## config.mk

```make
export PLATFORM = sky130hd
export DESIGN_NAME = cart_loader
export DESIGN_NICKNAME = d
export VERILOG_FILES = /design/src/rtl/cart_loader.sv
export SDC_FILE = /design/constraint.sdc
export NUM_CORES = 1
export LEC_CHECK = 0
export CAP_MARGIN = 40
export CORE_AREA = 2 2 107 88
export DETAILED_ROUTE_END_ITERATION = 12
export DIE_AREA = 0 0 109 90
export GPL_TIMING_DRIVEN = 0
export PLACE_DENSITY = 0.75
export SLEW_MARGIN = 20
export SYNTH_ARGS = -nofsm -noshare
export SYNTH_HDL_FRONTEND = slang
export SYNTH_SLANG_ARGS = --single-unit
```

## constraint.sdc

```tcl
create_clock -name clk -period 2.34 [get_ports clk]
set_input_delay 0.468 -clock clk [delete_from_list [all_inputs] [get_ports clk]]
set_output_delay 0.468 -clock clk [all_outputs]
set_load 0.05 [all_outputs]
```

## src/rtl/cart_loader.sv

```systemverilog
// cart_loader: converts the HPS upload byte stream into registered write
// strobes for cart bank 1, cart bank 2 and ext RAM. After a load it zero-clears
// the VRAM planes, then holds the CPU in reset for RESET_HOLD cycles.
//
// Ports:
//   clk, reset_n            system clock, async active-low reset
//   upload, upload_index    download-active level and image type
//   upload_wr/addr/data     one-cycle byte write from HPS
//   cart1_we, cart2_we,
//   ext_we, mem_addr,
//   mem_data                registered memory write port (1-cycle latency)
//   vram_clr_we/addr        VRAM zero-clear sequencer
//   cpu_reset, busy         high in any state other than IDLE
//   loaded_len              highest accepted address + 1
//   ext_used, overflow      ext RAM written / bytes >= C000h dropped
module cart_loader #(
  parameter int unsigned CART_INDEX = 1,
  parameter int unsigned RESET_HOLD = 16,
  parameter int unsigned VRAM_AW    = 13
) (
  input  logic               clk,
  input  logic               reset_n,
  input  logic               upload,
  input  logic [7:0]         upload_index,
  input  logic               upload_wr,
  input  logic [24:0]        upload_addr,
  input  logic [7:0]         upload_data,
  output logic               cart1_we,
  output logic               cart2_we,
  output logic               ext_we,
  output logic [14:0]        mem_addr,
  output logic [7:0]         mem_data,
  output logic               vram_clr_we,
  output logic [VRAM_AW-1:0] vram_clr_addr,
  output logic               cpu_reset,
  output logic               busy,
  output logic [16:0]        loaded_len,
  output logic               ext_used,
  output logic               overflow
);

  localparam int unsigned HOLD_W = (RESET_HOLD > 1) ? $clog2(RESET_HOLD) : 1;
  localparam logic [24:0] BANK2_BASE = 25'h0002000;
  localparam logic [24:0] EXT_BASE   = 25'h0004000;
  localparam logic [24:0] EXT_END    = 25'h000C000;

  typedef enum logic [1:0] {S_IDLE, S_LOAD, S_CLEAR, S_HOLD} state_t;

  state_t              r_state, w_state_nx;
  logic                r_upload_q;
  logic                r_cart1_we, r_cart2_we, r_ext_we;
  logic [14:0]         r_mem_addr;
  logic [7:0]          r_mem_data;
  logic                r_clr_we;
  logic [VRAM_AW-1:0]  r_clr_addr;
  logic [HOLD_W-1:0]   r_hold;
  logic                r_active;
  logic [16:0]         r_len;
  logic                r_ext_used, r_ovf;

  logic                w_cart1_nx, w_cart2_nx, w_ext_nx;
  logic [14:0]         w_mem_addr_nx;
  logic [7:0]          w_mem_data_nx;
  logic [VRAM_AW-1:0]  w_clr_addr_nx;
  logic [HOLD_W-1:0]   w_hold_nx;
  logic [16:0]         w_len_nx;
  logic                w_ext_used_nx, w_ovf_nx;
  logic                w_match, w_start_edge;
  logic [16:0]         w_addr_p1;

  assign w_match      = upload && (upload_index == 8'(CART_INDEX));
  // Restart from CLEAR/HOLD only on a fresh upload, not a lingering level.
  assign w_start_edge = w_match && !r_upload_q;
  assign w_addr_p1    = upload_addr[16:0] + 17'd1;

  // State register and all registered outputs
  always_ff @(posedge clk or negedge reset_n) begin
    if (!reset_n) begin
      r_state    <= S_IDLE;
      r_upload_q <= 1'b0;
      r_cart1_we <= 1'b0;
      r_cart2_we <= 1'b0;
      r_ext_we   <= 1'b0;
      r_mem_addr <= '0;
      r_mem_data <= '0;
      r_clr_we   <= 1'b0;
      r_clr_addr <= '0;
      r_hold     <= '0;
      r_active   <= 1'b0;
      r_len      <= '0;
      r_ext_used <= 1'b0;
      r_ovf      <= 1'b0;
    end else begin
      r_state    <= w_state_nx;
      r_upload_q <= upload;
      r_cart1_we <= w_cart1_nx;
      r_cart2_we <= w_cart2_nx;
      r_ext_we   <= w_ext_nx;
      r_mem_addr <= w_mem_addr_nx;
      r_mem_data <= w_mem_data_nx;
      r_clr_we   <= (w_state_nx == S_CLEAR);
      r_clr_addr <= w_clr_addr_nx;
      r_hold     <= w_hold_nx;
      r_active   <= (w_state_nx != S_IDLE);
      r_len      <= w_len_nx;
      r_ext_used <= w_ext_used_nx;
      r_ovf      <= w_ovf_nx;
    end
  end

  // Next-state, write decode, clear and hold sequencing
  always_comb begin
    w_state_nx    = r_state;
    w_cart1_nx    = 1'b0;
    w_cart2_nx    = 1'b0;
    w_ext_nx      = 1'b0;
    w_mem_addr_nx = r_mem_addr;
    w_mem_data_nx = r_mem_data;
    w_clr_addr_nx = r_clr_addr;
    w_hold_nx     = r_hold;
    w_len_nx      = r_len;
    w_ext_used_nx = r_ext_used;
    w_ovf_nx      = r_ovf;

    case (r_state)
      S_IDLE: begin
        if (w_match) begin
          w_state_nx    = S_LOAD;
          w_len_nx      = '0;
          w_ext_used_nx = 1'b0;
          w_ovf_nx      = 1'b0;
        end
      end
      S_LOAD: begin
        if (!w_match) begin
          w_state_nx    = S_CLEAR;
          w_clr_addr_nx = '0;
        end else if (upload_wr) begin
          if (upload_addr < EXT_END) begin
            w_mem_data_nx = upload_data;
            if (w_addr_p1 > r_len) w_len_nx = w_addr_p1;
            if (upload_addr < BANK2_BASE) begin
              w_cart1_nx    = 1'b1;
              w_mem_addr_nx = {2'b00, upload_addr[12:0]};
            end else if (upload_addr < EXT_BASE) begin
              w_cart2_nx    = 1'b1;
              w_mem_addr_nx = {2'b00, upload_addr[12:0]};
            end else begin
              w_ext_nx      = 1'b1;
              w_ext_used_nx = 1'b1;
              w_mem_addr_nx = 15'(upload_addr - EXT_BASE);
            end
          end else begin
            w_ovf_nx = 1'b1;
          end
        end
      end
      S_CLEAR: begin
        if (w_start_edge) begin
          w_state_nx    = S_LOAD;
          w_len_nx      = '0;
          w_ext_used_nx = 1'b0;
          w_ovf_nx      = 1'b0;
        end else if (r_clr_addr == '1) begin
          w_state_nx = S_HOLD;
          w_hold_nx  = HOLD_W'(RESET_HOLD - 1);
        end else begin
          w_clr_addr_nx = r_clr_addr + 1'b1;
        end
      end
      S_HOLD: begin
        if (w_start_edge) begin
          w_state_nx    = S_LOAD;
          w_len_nx      = '0;
          w_ext_used_nx = 1'b0;
          w_ovf_nx      = 1'b0;
        end else if (r_hold == '0) begin
          w_state_nx = S_IDLE;
        end else begin
          w_hold_nx = r_hold - 1'b1;
        end
      end
      default: w_state_nx = S_IDLE;
    endcase
  end

  assign cart1_we      = r_cart1_we;
  assign cart2_we      = r_cart2_we;
  assign ext_we        = r_ext_we;
  assign mem_addr      = r_mem_addr;
  assign mem_data      = r_mem_data;
  assign vram_clr_we   = r_clr_we;
  assign vram_clr_addr = r_clr_addr;
  assign cpu_reset     = r_active;
  assign busy          = r_active;
  assign loaded_len    = r_len;
  assign ext_used      = r_ext_used;
  assign overflow      = r_ovf;

endmodule

```

==> run metrics <==
CTS Root Buffer Type=sky130_fd_sc_hd__clkbuf_8; Worst-Margin Slew=856 ps; core region area=8800 µm²; Post-CTS Hold Buffers=0; antenna-violating nets left=0; number of violations of the max-capacitance limit=0; count of boundary I/O pins=106; portion of total power attributed to combinational logic=0.300; height of the chip=90 µm; Worst Path Arrival=3250 ps; fraction of power spent switching nets=0.346; run status=complete, but fails checks; post-route minimum period=3030 ps; Die ar.=9810 µm²; DRT Wirelength=10200 µm; clock tree from TritonCTS=built; layout cell share with drive strength beyond 1=0.280; vias in the first global route=3432; total number of clock tree sinks=67; horizontal extent of the die=109 µm; detail-routed via count per cell=5.26; Pre-antenna DRT Iters=4; final core utilization=0.654; relative contribution of sequential cells to total power=0.411; placement-stage worst setup slack=-1880 ps; HPWL after detailed placement=6840 µm; DP Area=5060 µm²; Mean Syn Cell Area=10.7 µm²; number of unique standard cell types used by synthesis=50; cell count after placement=566; RSZ-0062 raised after global routing=true; total met3 wirelength after detailed routing=623 µm; clock slew at the register clock pins of the worst setup and hold paths=70 ps; Iter 0 DRT Violations=127; most instantiated cells after synthesis=sky130_fd_sc_hd__dfrtp_1, sky130_fd_sc_hd__inv_1, sky130_fd_sc_hd__mux2_2, sky130_fd_sc_hd__ha_1, sky130_fd_sc_hd__and2_1; overall power of the completed layout=3.44 mW; highest net fanout along the worst path=5; Final Hold Fails=0; Worst R2R Start=loaded_len[12]; highest signal layer in the routed design=met4; overflow left after global routing=0; routed via count=3234; count of non-filler cells in the finished layout=615; final worst path period share=1.29; reg-to-reg slack, setup=-110 ps; number of nets in the layout=562; Sw Pwr=1.19 mW; Worst Setup SP=upload_addr[2]; flip-flop and latch count after synthesis=67; proportion of synthesized chip area in sequential cells=0.454; area share of the leading cell type in the synthesized netlist=0.454; post-synth top area cell=sky130_fd_sc_hd__dfrtp_1; final slew viol count=0; required time at the endpoint of the critical path=2560 ps; antenna diode count=0; Post-route DRC=0; nature of the critical path startpoint=input pin; Final GP Congestion=0.803; TritonCTS Buffers=9; number of instances in the synthesized netlist=346; Avg WL per Cell=16.6 µm; violations in the final reports=setup timing; critical path endpoint category=register; total non-filler cell area in the finished layout=5760 µm²; number of synthesis warnings=0; Post-synth top flop=sky130_fd_sc_hd__dfrtp_1; clock latency of the later-clocked register in the worst-skew pair=340 ps; area delta synth->final=56.1%; count of port buffers added during placement=103; path type of the worst setup path=in2reg; worst-case setup margin in the final layout=-690 ps; cell with the most instances after synthesis=sky130_fd_sc_hd__dfrtp_1; WL met2=4910 µm; antenna violations before repair=0; global-route wire length before repair=16800 µm; Max Clock Skew=8.88 ps; relative contribution of the clock network to total power=0.289; FMAX=330 MHz; power density cells=596 nW/µm²; wire length on met1=4540 µm; largest vdd supply drop=0.659 mV; maximum number of pins on one net before global-route repair=46; number of enable-type register cells in the synthesized netlist=0; number of nets produced by synthesis=411; fraction of registers with async set/reset=1.00; H-Tree Level Count=3; capture instance of the worst register-to-register path=loaded_len[15]; number of buffers between clock root and the deepest sink=2; number of rows in the core area=31; total track usage=0.218; Min Hold Slack=25.2 ps; length in cells of the worst reg-to-reg path=8; Internal Pwr Total=2.25 mW; total negative slack=-11670 ps; Lkg Pwr=2.61 nW; Initial Utilization=0.419; number of failing setup endpoints in the final timing report=27; Hold/Removal Path Class=in2async; worst slew margin relative to its limit=0.424; largest cells by area after synthesis=sky130_fd_sc_hd__dfrtp_1, sky130_fd_sc_hd__mux2_2, sky130_fd_sc_hd__ha_1; synthesized area=3690 µm²
## metal layers
layer	global-route usage	vias up
met4	0.0662	0
met1	0.289	1582
met3	0.0718	15
li1	-	1527
met2	0.337	110
met5	0	-
## worst max path at each step
stage,end,slack (ps)
CTS,loaded_len[15],-700
global route,loaded_len[15],-790
finish,loaded_len[15],-690
floorplan,loaded_len[10],-890
global placement,loaded_len[10],-1860
detailed placement,loaded_len[12],-1880
## flip-flops by register name, summed over array words and instances (netlist names)
register       cells
busy               1
cart1_we           1
cart2_we           1
ext_used           1
ext_we             1
loaded_len        17
mem_addr          15
mem_data           8
overflow           1
r_hold             4
r_state            2
r_upload_q         1
vram_clr_addr     13
vram_clr_we        1
## power groups by stage
| stage | logic [mW] | clock network [mW] | registers [mW] |
|---|---|---|---|
| 6_report | 1.03 | 0.992 | 1.41 |
| 5_1_grt | 1.11 | 1.06 | 1.44 |
| 4_1_cts | 1.02 | 1.01 | 1.41 |
| 3_5_place_dp | 1.00 | 0 | 1.43 |
| 3_3_place_gp | 0.969 | 0 | 1.42 |
| 2_1_floorplan | 0.352 | 0 | 1.68 |
## cell families after synthesis
logic type | Yosys count | synth area share
muxes | 40 | 0.121
buffers and inverters | 39 | 0.0437
DFF | 67 | 0.454
AOI/OAI and AO/OA | 51 | 0.103
xor gates and xnor gates | 20 | 0.0475
and+or+nand+nor | 109 | 0.163
adders and majority gates | 20 | 0.0678
## final cells by class
cell class	instances	area (µm²)
timing repair buffer	142	1420
multi-input combinational	240	2150
tap	115	144
fill	651	3040
clock buffer	12	165
buffer	8	58.8
clock inverter	2	35.0
inverter	29	109
sequential	67	1680
## what timing repair did
item / CTS / global route
buffers inserted: 29 / 5
setup endpoints to repair: 56 / 55
pin swaps: 18 / 14
gates cloned: 3 / 0
resized for setup: 121 / 24
## critical path, cell delays in order
cell and delay [ps]:
sky130_fd_sc_hd__buf_8 80, sky130_fd_sc_hd__nand4_1 180, sky130_fd_sc_hd__buf_4 190, sky130_fd_sc_hd__nor3_1 250, sky130_fd_sc_hd__xor2_1 160, sky130_fd_sc_hd__ha_1 330, sky130_fd_sc_hd__nand4_1 150, sky130_fd_sc_hd__or2_4 290
sky130_fd_sc_hd__or4_4 520, sky130_fd_sc_hd__o211ai_4 150, sky130_fd_sc_hd__buf_6 190, sky130_fd_sc_hd__mux2_4 300
## layout by cell type (no fill, tap or decap), types with 4 or more instances in the layout
| master | instances |
|---|---|
| sky130_fd_sc_hd__a21o_1 | 4 |
| sky130_fd_sc_hd__a211oi_1 | 6 |
| sky130_fd_sc_hd__buf_8 | 7 |
| sky130_fd_sc_hd__and2_1 | 17 |
| sky130_fd_sc_hd__nor3_1 | 4 |
| sky130_fd_sc_hd__ha_1 | 19 |
| sky130_fd_sc_hd__nand4_1 | 8 |
| sky130_fd_sc_hd__nor2_1 | 14 |
| sky130_fd_sc_hd__clkdlybuf4s50_1 | 80 |
| sky130_fd_sc_hd__inv_1 | 28 |
| sky130_fd_sc_hd__o21ai_0 | 6 |
| sky130_fd_sc_hd__a21oi_1 | 14 |
| sky130_fd_sc_hd__buf_4 | 27 |
| sky130_fd_sc_hd__mux2_4 | 35 |
| sky130_fd_sc_hd__nand3_1 | 14 |
| sky130_fd_sc_hd__clkbuf_8 | 12 |
| sky130_fd_sc_hd__xnor2_1 | 12 |
| sky130_fd_sc_hd__xor2_1 | 8 |
| sky130_fd_sc_hd__mux2i_1 | 4 |
| sky130_fd_sc_hd__o21a_1 | 4 |
| sky130_fd_sc_hd__nand2_1 | 13 |
| sky130_fd_sc_hd__buf_6 | 10 |
| sky130_fd_sc_hd__buf_2 | 8 |
| sky130_fd_sc_hd__dfrtp_1 | 67 |
No activity file was read; power rests on OpenSTA's default activity.
